<file path="src/rtl/io_port_endpoint.sv">
// Octavo I/O port endpoint: RX FIFO (valid/ready source -> CPU read port) and
// TX FIFO (CPU write port -> valid/ready sink). Optional sticky error flags: IO_ENDPOINT_ERR_EN.
module io_port_endpoint #(
    parameter int WORD_WIDTH = 36,
    parameter int DEPTH      = 4,
    parameter int ADDR_WIDTH = 2
) (
    input  logic                  clock,
    input  logic                  reset,
    output logic [WORD_WIDTH-1:0] io_in,
    output logic                  io_in_EF,
    input  logic                  io_rden,
    input  logic [WORD_WIDTH-1:0] io_out,
    output logic                  io_out_EF,
    input  logic                  io_wren,
    input  logic [WORD_WIDTH-1:0] src_data,
    input  logic                  src_valid,
    output logic                  src_ready,
    output logic [WORD_WIDTH-1:0] snk_data,
    output logic                  snk_valid,
    input  logic                  snk_ready,
    input  logic                  err_clear,
    output logic                  err_rx_underflow,
    output logic                  err_tx_overflow
);

    localparam logic [ADDR_WIDTH-1:0] LP_PTR_ONE  = ADDR_WIDTH'(32'd1);
    localparam logic [ADDR_WIDTH:0]   LP_CNT_ONE  = (ADDR_WIDTH+1)'(32'd1);
    localparam logic [ADDR_WIDTH:0]   LP_CNT_FULL = (ADDR_WIDTH+1)'(DEPTH);

    logic [WORD_WIDTH-1:0] r_rx_mem [DEPTH];
    logic [ADDR_WIDTH-1:0] r_rx_head;
    logic [ADDR_WIDTH-1:0] r_rx_tail;
    logic [ADDR_WIDTH:0]   r_rx_count;

    logic [WORD_WIDTH-1:0] r_tx_mem [DEPTH];
    logic [ADDR_WIDTH-1:0] r_tx_head;
    logic [ADDR_WIDTH-1:0] r_tx_tail;
    logic [ADDR_WIDTH:0]   r_tx_count;

    logic w_rx_push;
    logic w_rx_pop;
    logic w_tx_push;
    logic w_tx_pop;

    // Flags depend only on registered counts so the CPU never sees a same-cycle loop.
    assign io_in_EF  = (r_rx_count == {(ADDR_WIDTH+1){1'b0}});
    assign src_ready = (r_rx_count != LP_CNT_FULL);
    assign io_out_EF = (r_tx_count == LP_CNT_FULL);
    assign snk_valid = (r_tx_count != {(ADDR_WIDTH+1){1'b0}});

    assign io_in    = io_in_EF  ? {WORD_WIDTH{1'b0}} : r_rx_mem[r_rx_head];
    assign snk_data = snk_valid ? r_tx_mem[r_tx_head] : {WORD_WIDTH{1'b0}};

    assign w_rx_push = src_valid & src_ready;
    assign w_rx_pop  = io_rden & ~io_in_EF;
    assign w_tx_push = io_wren & ~io_out_EF;
    assign w_tx_pop  = snk_valid & snk_ready;

    // RX storage write; contents are never reset.
    always_ff @(posedge clock) begin
        if (w_rx_push) begin
            r_rx_mem[r_rx_tail] <= src_data;
        end
    end

    // TX storage write; contents are never reset.
    always_ff @(posedge clock) begin
        if (w_tx_push) begin
            r_tx_mem[r_tx_tail] <= io_out;
        end
    end

    // RX pointers and occupancy.
    always_ff @(posedge clock) begin
        if (reset) begin
            r_rx_head  <= {ADDR_WIDTH{1'b0}};
            r_rx_tail  <= {ADDR_WIDTH{1'b0}};
            r_rx_count <= {(ADDR_WIDTH+1){1'b0}};
        end else begin
            if (w_rx_push) begin
                r_rx_tail <= r_rx_tail + LP_PTR_ONE;
            end
            if (w_rx_pop) begin
                r_rx_head <= r_rx_head + LP_PTR_ONE;
            end
            case ({w_rx_push, w_rx_pop})
                2'b10:   r_rx_count <= r_rx_count + LP_CNT_ONE;
                2'b01:   r_rx_count <= r_rx_count - LP_CNT_ONE;
                default: r_rx_count <= r_rx_count;
            endcase
        end
    end

    // TX pointers and occupancy.
    always_ff @(posedge clock) begin
        if (reset) begin
            r_tx_head  <= {ADDR_WIDTH{1'b0}};
            r_tx_tail  <= {ADDR_WIDTH{1'b0}};
            r_tx_count <= {(ADDR_WIDTH+1){1'b0}};
        end else begin
            if (w_tx_push) begin
                r_tx_tail <= r_tx_tail + LP_PTR_ONE;
            end
            if (w_tx_pop) begin
                r_tx_head <= r_tx_head + LP_PTR_ONE;
            end
            case ({w_tx_push, w_tx_pop})
                2'b10:   r_tx_count <= r_tx_count + LP_CNT_ONE;
                2'b01:   r_tx_count <= r_tx_count - LP_CNT_ONE;
                default: r_tx_count <= r_tx_count;
            endcase
        end
    end

`ifdef IO_ENDPOINT_ERR_EN
    logic r_err_rx;
    logic r_err_tx;

    // Sticky protocol errors; a new error wins over a simultaneous clear.
    always_ff @(posedge clock) begin
        if (reset) begin
            r_err_rx <= 1'b0;
            r_err_tx <= 1'b0;
        end else begin
            r_err_rx <= (io_rden & io_in_EF)  | (r_err_rx & ~err_clear);
            r_err_tx <= (io_wren & io_out_EF) | (r_err_tx & ~err_clear);
        end
    end

    assign err_rx_underflow = r_err_rx;
    assign err_tx_overflow  = r_err_tx;
`else
    logic w_unused_err_clear;
    assign w_unused_err_clear = err_clear;
    assign err_rx_underflow   = 1'b0;
    assign err_tx_overflow    = 1'b0;
`endif

endmodule

</file>
<file path="config.mk">
export PLATFORM = sky130hd
export DESIGN_NAME = io_port_endpoint
export DESIGN_NICKNAME = d
export VERILOG_FILES = /design/src/rtl/io_port_endpoint.sv
export SDC_FILE = /design/constraint.sdc
export NUM_CORES = 1
export LEC_CHECK = 0
export CAP_MARGIN = 20
export CELL_PAD_IN_SITES_DETAIL_PLACEMENT = 1
export CELL_PAD_IN_SITES_GLOBAL_PLACEMENT = 2
export CORE_MARGIN = 1
export CORE_UTILIZATION = 25
export DETAILED_ROUTE_END_ITERATION = 6
export PLACE_DENSITY_LB_ADDON = 0.1
export SYNTH_ARGS = -nofsm -noshare
export SYNTH_HDL_FRONTEND = slang
export SYNTH_SLANG_ARGS = --single-unit
</file>
<file path="constraint.sdc">
create_clock -name clock -period 3.9 [get_ports clock]
set_input_delay 0.585 -clock clock [delete_from_list [all_inputs] [get_ports clock]]
set_output_delay 0.585 -clock clock [all_outputs]
set_load 0.02 [all_outputs]
</file>
[Word-level counts from Yosys, hierarchy flattened]
Memories as Yosys holds them, arrays and structs flattened. A register that Yosys moved wholly into a read port is not among the register bits.
Cells that the tools add are included.
Operators by class
  add/sub/neg operators: 8
  eq/ne operators: 6
  mux-type cells: 12
  bitwise operators: 6
  reduce and logical (&&, ||, !) cells: 4
Operator list (count)
  36-bit two-way mux: 2
  3-bit case mux with 2 select lines: 2
  2-bit by 1-bit adder with 2-bit output, second input constant: 4
  2-bit two-way mux: 4
  3-bit by 1-bit adder with 3-bit output, second input constant: 2
  3-bit by 1-bit subtractor with 3-bit output, second input constant: 2
  1-bit bitwise AND: 4
  2-bit by 1-bit == test with 1-bit output, second input constant: 2
  2-bit == test, second input constant: 2
  1-bit two-way mux: 4
  2-bit nonzero test: 2
  3-bit == test, second input constant: 1
  3-bit zero test: 1
  3-bit != test, second input constant: 1
  3-bit nonzero test: 1
  1-bit inverter: 2
Word-level totals
  register bits after elaboration: 14
  memory bits (writable): 288
  bits of input ports: 79
  output and inout bits: 78
  logic and storage cells: 44
  memories kept: 2
Memories
  r_rx_mem: words 4, width 36, read ports 1, clocked after Yosys merged registers in 1, wr ports 1, line 31  | logic [WORD_WIDTH-1:0] r_rx_mem [DEPTH];
  r_tx_mem: words 4, width 36, read ports 1, clocked after Yosys merged registers in 1, wr ports 1, line 36  | logic [WORD_WIDTH-1:0] r_tx_mem [DEPTH];

[Depth between registers and ports, before layout]
  depth after elaboration: 5
  mapped depth: 9
  gate-level depth less buffers: 9

[Worst setup path before layout]
Ideal clock, no wire load.
  path type: flip-flop to flip-flop
  start point: register r_tx_count[0]
  end point: register r_tx_count[2]
  library setup time: 70 ps
  arrival: 2152 ps
  data required time: 3830 ps
  setup slack: 1678 ps
  stages on the path, launching flop included: 10
  buffers on the path: 0
  clock period less this slack: 2222 ps
  cells stage by stage: dfxtp_1 > nor3b_2 > nor2_1 > inv_1 > ha_1 > inv_1 > fa_1 > xor2_1 > or3_1 > a21oi_1
Between the ends
  word-level cells in the longest chain between the ends: 5
  elaborated cells between the ends (all ways): 11
  classes of those cells: 2 x add/sub; 3 x eq/ne; 1 x mux; 3 x bitwise; 2 x reduce/logical
RTL lines
  start, declared: line 39  | logic [ADDR_WIDTH:0] r_tx_count;
  start signal, assigned: line 100  | r_tx_count <= {(ADDR_WIDTH+1){1'b0}};
  start signal, assigned: line 109  | 2'b10: r_tx_count <= r_tx_count + LP_CNT_ONE;
  start signal, assigned: line 110  | 2'b01: r_tx_count <= r_tx_count - LP_CNT_ONE;
  3-bit == test (*): line 49  | assign io_out_EF = (r_tx_count == LP_CNT_FULL);
  net io_out_EF: line 14  | output logic io_out_EF,
  1-bit inverter (*): line 57  | assign w_tx_push = io_wren & ~io_out_EF;
  1-bit bitwise AND (*): line 57
  2-bit by 1-bit == test with 1-bit output or 2-bit == test (tied branches): line 108  | case ({w_tx_push, w_tx_pop})
  3-bit case mux with 2 select lines or 2-bit nonzero test (tied branches)
Mark *: on every way through the listed nets, which the timed path passes. The rest lies on a longest branch.
A chain may end at the register's enable or synchronous reset.

==> results.toml <==
[yosys]
synth_fa_ha_area_frac = 0.01376
syn_area_per_cell_um2 = 21.13
synth_area_mm2 = 0.01200
ys_ff_latch = 306
synth-simple-area-share = 0.06088
synthMuxAreaShare = 0.1377
yosysSeqAreaShare = 0.7506
synth-compound-area-share = 0.007193
postSynthCellCount = 568
synthDistinctLibCells = 31
synth_xor_area_frac = 0.004379
synth_top_family_by_area = "multiplexers"
yosysWarnings = 0

[clocking]
numCtsBuffers = 37
clock-root-buffer = "clkbuf_16"
cts-htree-levels = 2
clkLatencyLatePin_ns = 0.53
cts_resized = 0
cts_sinks = 306
cts_setup_buffers = 0
cts_hold_buf = 0
clockBufferDepth = 3
clk_pin_slew_worst_paths_ns = 0.05
cts_tree = "built"

[timing]
period_share = 0.8740
setup-violations-final = 0
fin_setup_tns_ns = 0
finClkSkew_ns = 0.01289
finalHoldViolCount = 0
fin_crit_ns = 3.409
worst_pin_slew_ns = 0.7241
slew-limit-headroom = 0.5158
slew_violations = 0
fin_hold_ws_ns = 0.4940
rsz0062_at_grt = "false"
fmax_ghz = 0.2934

[routing]
drt-initial-drc-count = 172
via_per_inst = 4.222
drc_errors = 0
first_pass_iters = 4
via_count = 5868
routed_wl_um = 27060
route.antenna.remaining_nets = 0
post_drt_wl_per_cell_um = 19.46

[worst_setup_path]
cpPeakStageDelay_ns = 0.72
path_max_fanout = 15
crit_arrival_ns = 2.82
cpMaxStageDelayCell = "dfxtp_2"
cp-end-kind = "output pin"
cp.required_ns = 3.31
r2r_setup_slack_ns = 1.62
path_cells = "buf_4 -> mux4_2 -> nor2b_1 -> clkdlybuf4s50_1"
r2r_cells = 9
r2r_end = "r_tx_count[2]"
worstReg2RegStart = "r_tx_count[2]"
cp-start-kind = "register"
path_class = "register to output pin"

[finish]
layout_commonest_cell = "edfxtp_1"
multi_input_area_mm2 = 0.002716
syn_to_final_growth_pct = 28.81
fill_cells = 4654
finalInstanceArea_mm2 = 0.01546
post-route-util = 0.3292
drive_gt1_frac = 0.2251
fin_nets = 847
regArea_mm2 = 0.009014
layout_common_cells = "288 x edfxtp_1, 153 x clkdlybuf4s50_1, 72 x mux4_2, 61 x nor2b_1, 39 x clkbuf_16"

[power]
p_per_area_mw_per_mm2 = 703.2
peakVddDrop_mv = 0.3202
power.leakage_nw = 4.943

[global_routing]
grt_max_degree = 40
grt.total_usage = 0.1128
antenna_found_initial = 3
grt_pass1_vias = 6795
grt_overflow = 0
grt_pass1_wl_um = 41150

[die]
die_w_um = 221.1
pin_count = 157
initial_core_util = 0.2556
die_area_mm2 = 0.04889
rows = 79
die_h_um = 221.1
coreArea_mm2 = 0.04695

[run]
drv_cap = 0

[placed_design]
io_buffers = 153
dp_hpwl_um = 16730
gp_congestion = 0.6753
placed_area_mm2 = 0.01428

[hold_path]
hold_depth = 2
hold_path_class = "register to register"
min_from = "r_rx_head[1]"

[status]
status = "completed"
worst max-delay path by stage:
stage / start / to / slack [ns] / cells after the start
after floorplan: r_tx_count[0] / r_tx_count[2] / 1.68 / 9
after global placement: register / io_in[2] / 0.96 / 4
after detailed placement: register / io_in[2] / 0.97 / 4
after CTS: register / io_in[2] / 0.38 / 4
after global routing: register / io_in[2] / 0.32 / 4
final: register / io_in[2] / 0.49 / 4
synth_stat cells:
cell | number | area, µm²
edfxtp_1 | 288 | 8648
mux4_2 | 72 | 1622
nor2b_1 | 61 | 381.6
dfxtp_1 | 18 | 360.4
inv_1 | 16 | 60.06
nor2_1 | 14 | 52.55
buf_2 | 11 | 55.05
nor2b_4 | 11 | 151.4
ha_1 | 10 | 125.1
and2_1 | 8 | 50.05
a21oi_1 | 7 | 35.03
buf_12 | 6 | 120.1
xor2_1 | 6 | 52.55
clkbuf_1 | 5 | 18.77
or3_1 | 5 | 31.28
nand2b_1 | 4 | 25.02
nand2_1 | 3 | 11.26
o21ai_0 | 3 | 15.01
buf_4 | 2 | 15.01
buf_6 | 2 | 22.52
clkbuf_2 | 2 | 10.01
fa_1 | 2 | 40.04
mux2i_1 | 2 | 20.02
o21ai_1 | 2 | 10.01
o31ai_1 | 2 | 15.01
a21boi_2 | 1 | 11.26
conb_1 | 1 | 3.750
mux2_1 | 1 | 11.26
nor3_1 | 1 | 5.000
nor3_2 | 1 | 10.01
nor3b_2 | 1 | 12.51
state kept, by name, indices dropped and copies added, names as in the netlist, named ones only:
signal      cells
r_tx_count      3
r_rx_mem      144
r_rx_tail       2
r_tx_head       2
r_tx_tail       2
r_rx_count      3
r_tx_mem      144
r_rx_head       2
final cells by class:
class,count,area share
Timing Repair Buffer,176,0.1119
Tap cell,607,0.04913
Multi-Input combinational cell,219,0.1757
Antenna cell,1,0.0001619
Clock buffer,47,0.06702
Inverter,16,0.003885
Sequential cell,306,0.5831
Clock inverter,18,0.009146
power breakdown:
| part | switching [mW] | internal (mW) | total, mW | leakage [nW] |
|---|---|---|---|---|
| Combinational | 1.75 | 1.70 | 3.45 | 1.57 |
| Clock | 1.27 | 2.00 | 3.27 | 0.578 |
| Sequential | 0.192 | 3.95 | 4.15 | 2.79 |
metal layers:
layer	up-vias	track usage	wire length (µm)
met3	48	0.03001	1413
met2	148	0.2028	14210
met5	-	0	25
met1	3050	0.1272	10740
met4	4	0.04263	670
li1	2618	-	-
worst max-delay path: cells and delay by family (launching register included):
family,cells,cell delay (ns)
multiplexers,1,0.51
buffers and inverters,2,0.90
AND/OR/NAND/NOR,1,0.17
flip-flops,1,0.72
metrics by stage:
stage	setup slack, ns	instances	power, mW
3_3_place_gp	0.9557	1324	7.734
6_report	0.4914	1390	10.87
3_5_place_dp	0.9674	1324	7.781
5_1_grt	0.3236	1389	11.42
4_1_cts	0.3792	1389	11.14
2_1_floorplan	1.678	569	6.355
cell families (layout without fill, tap and decap cells):
group	after synthesis	after routing
DFF	306	306
other	1	3
xor gates and xnor gates	6	6
buffers and inverters	44	257
adders and majority gates	12	12
and+or+nand+nor	109	109
muxes	75	75
AOI/OAI and AO/OA	15	15
Power figures use the tool's default switching activity.
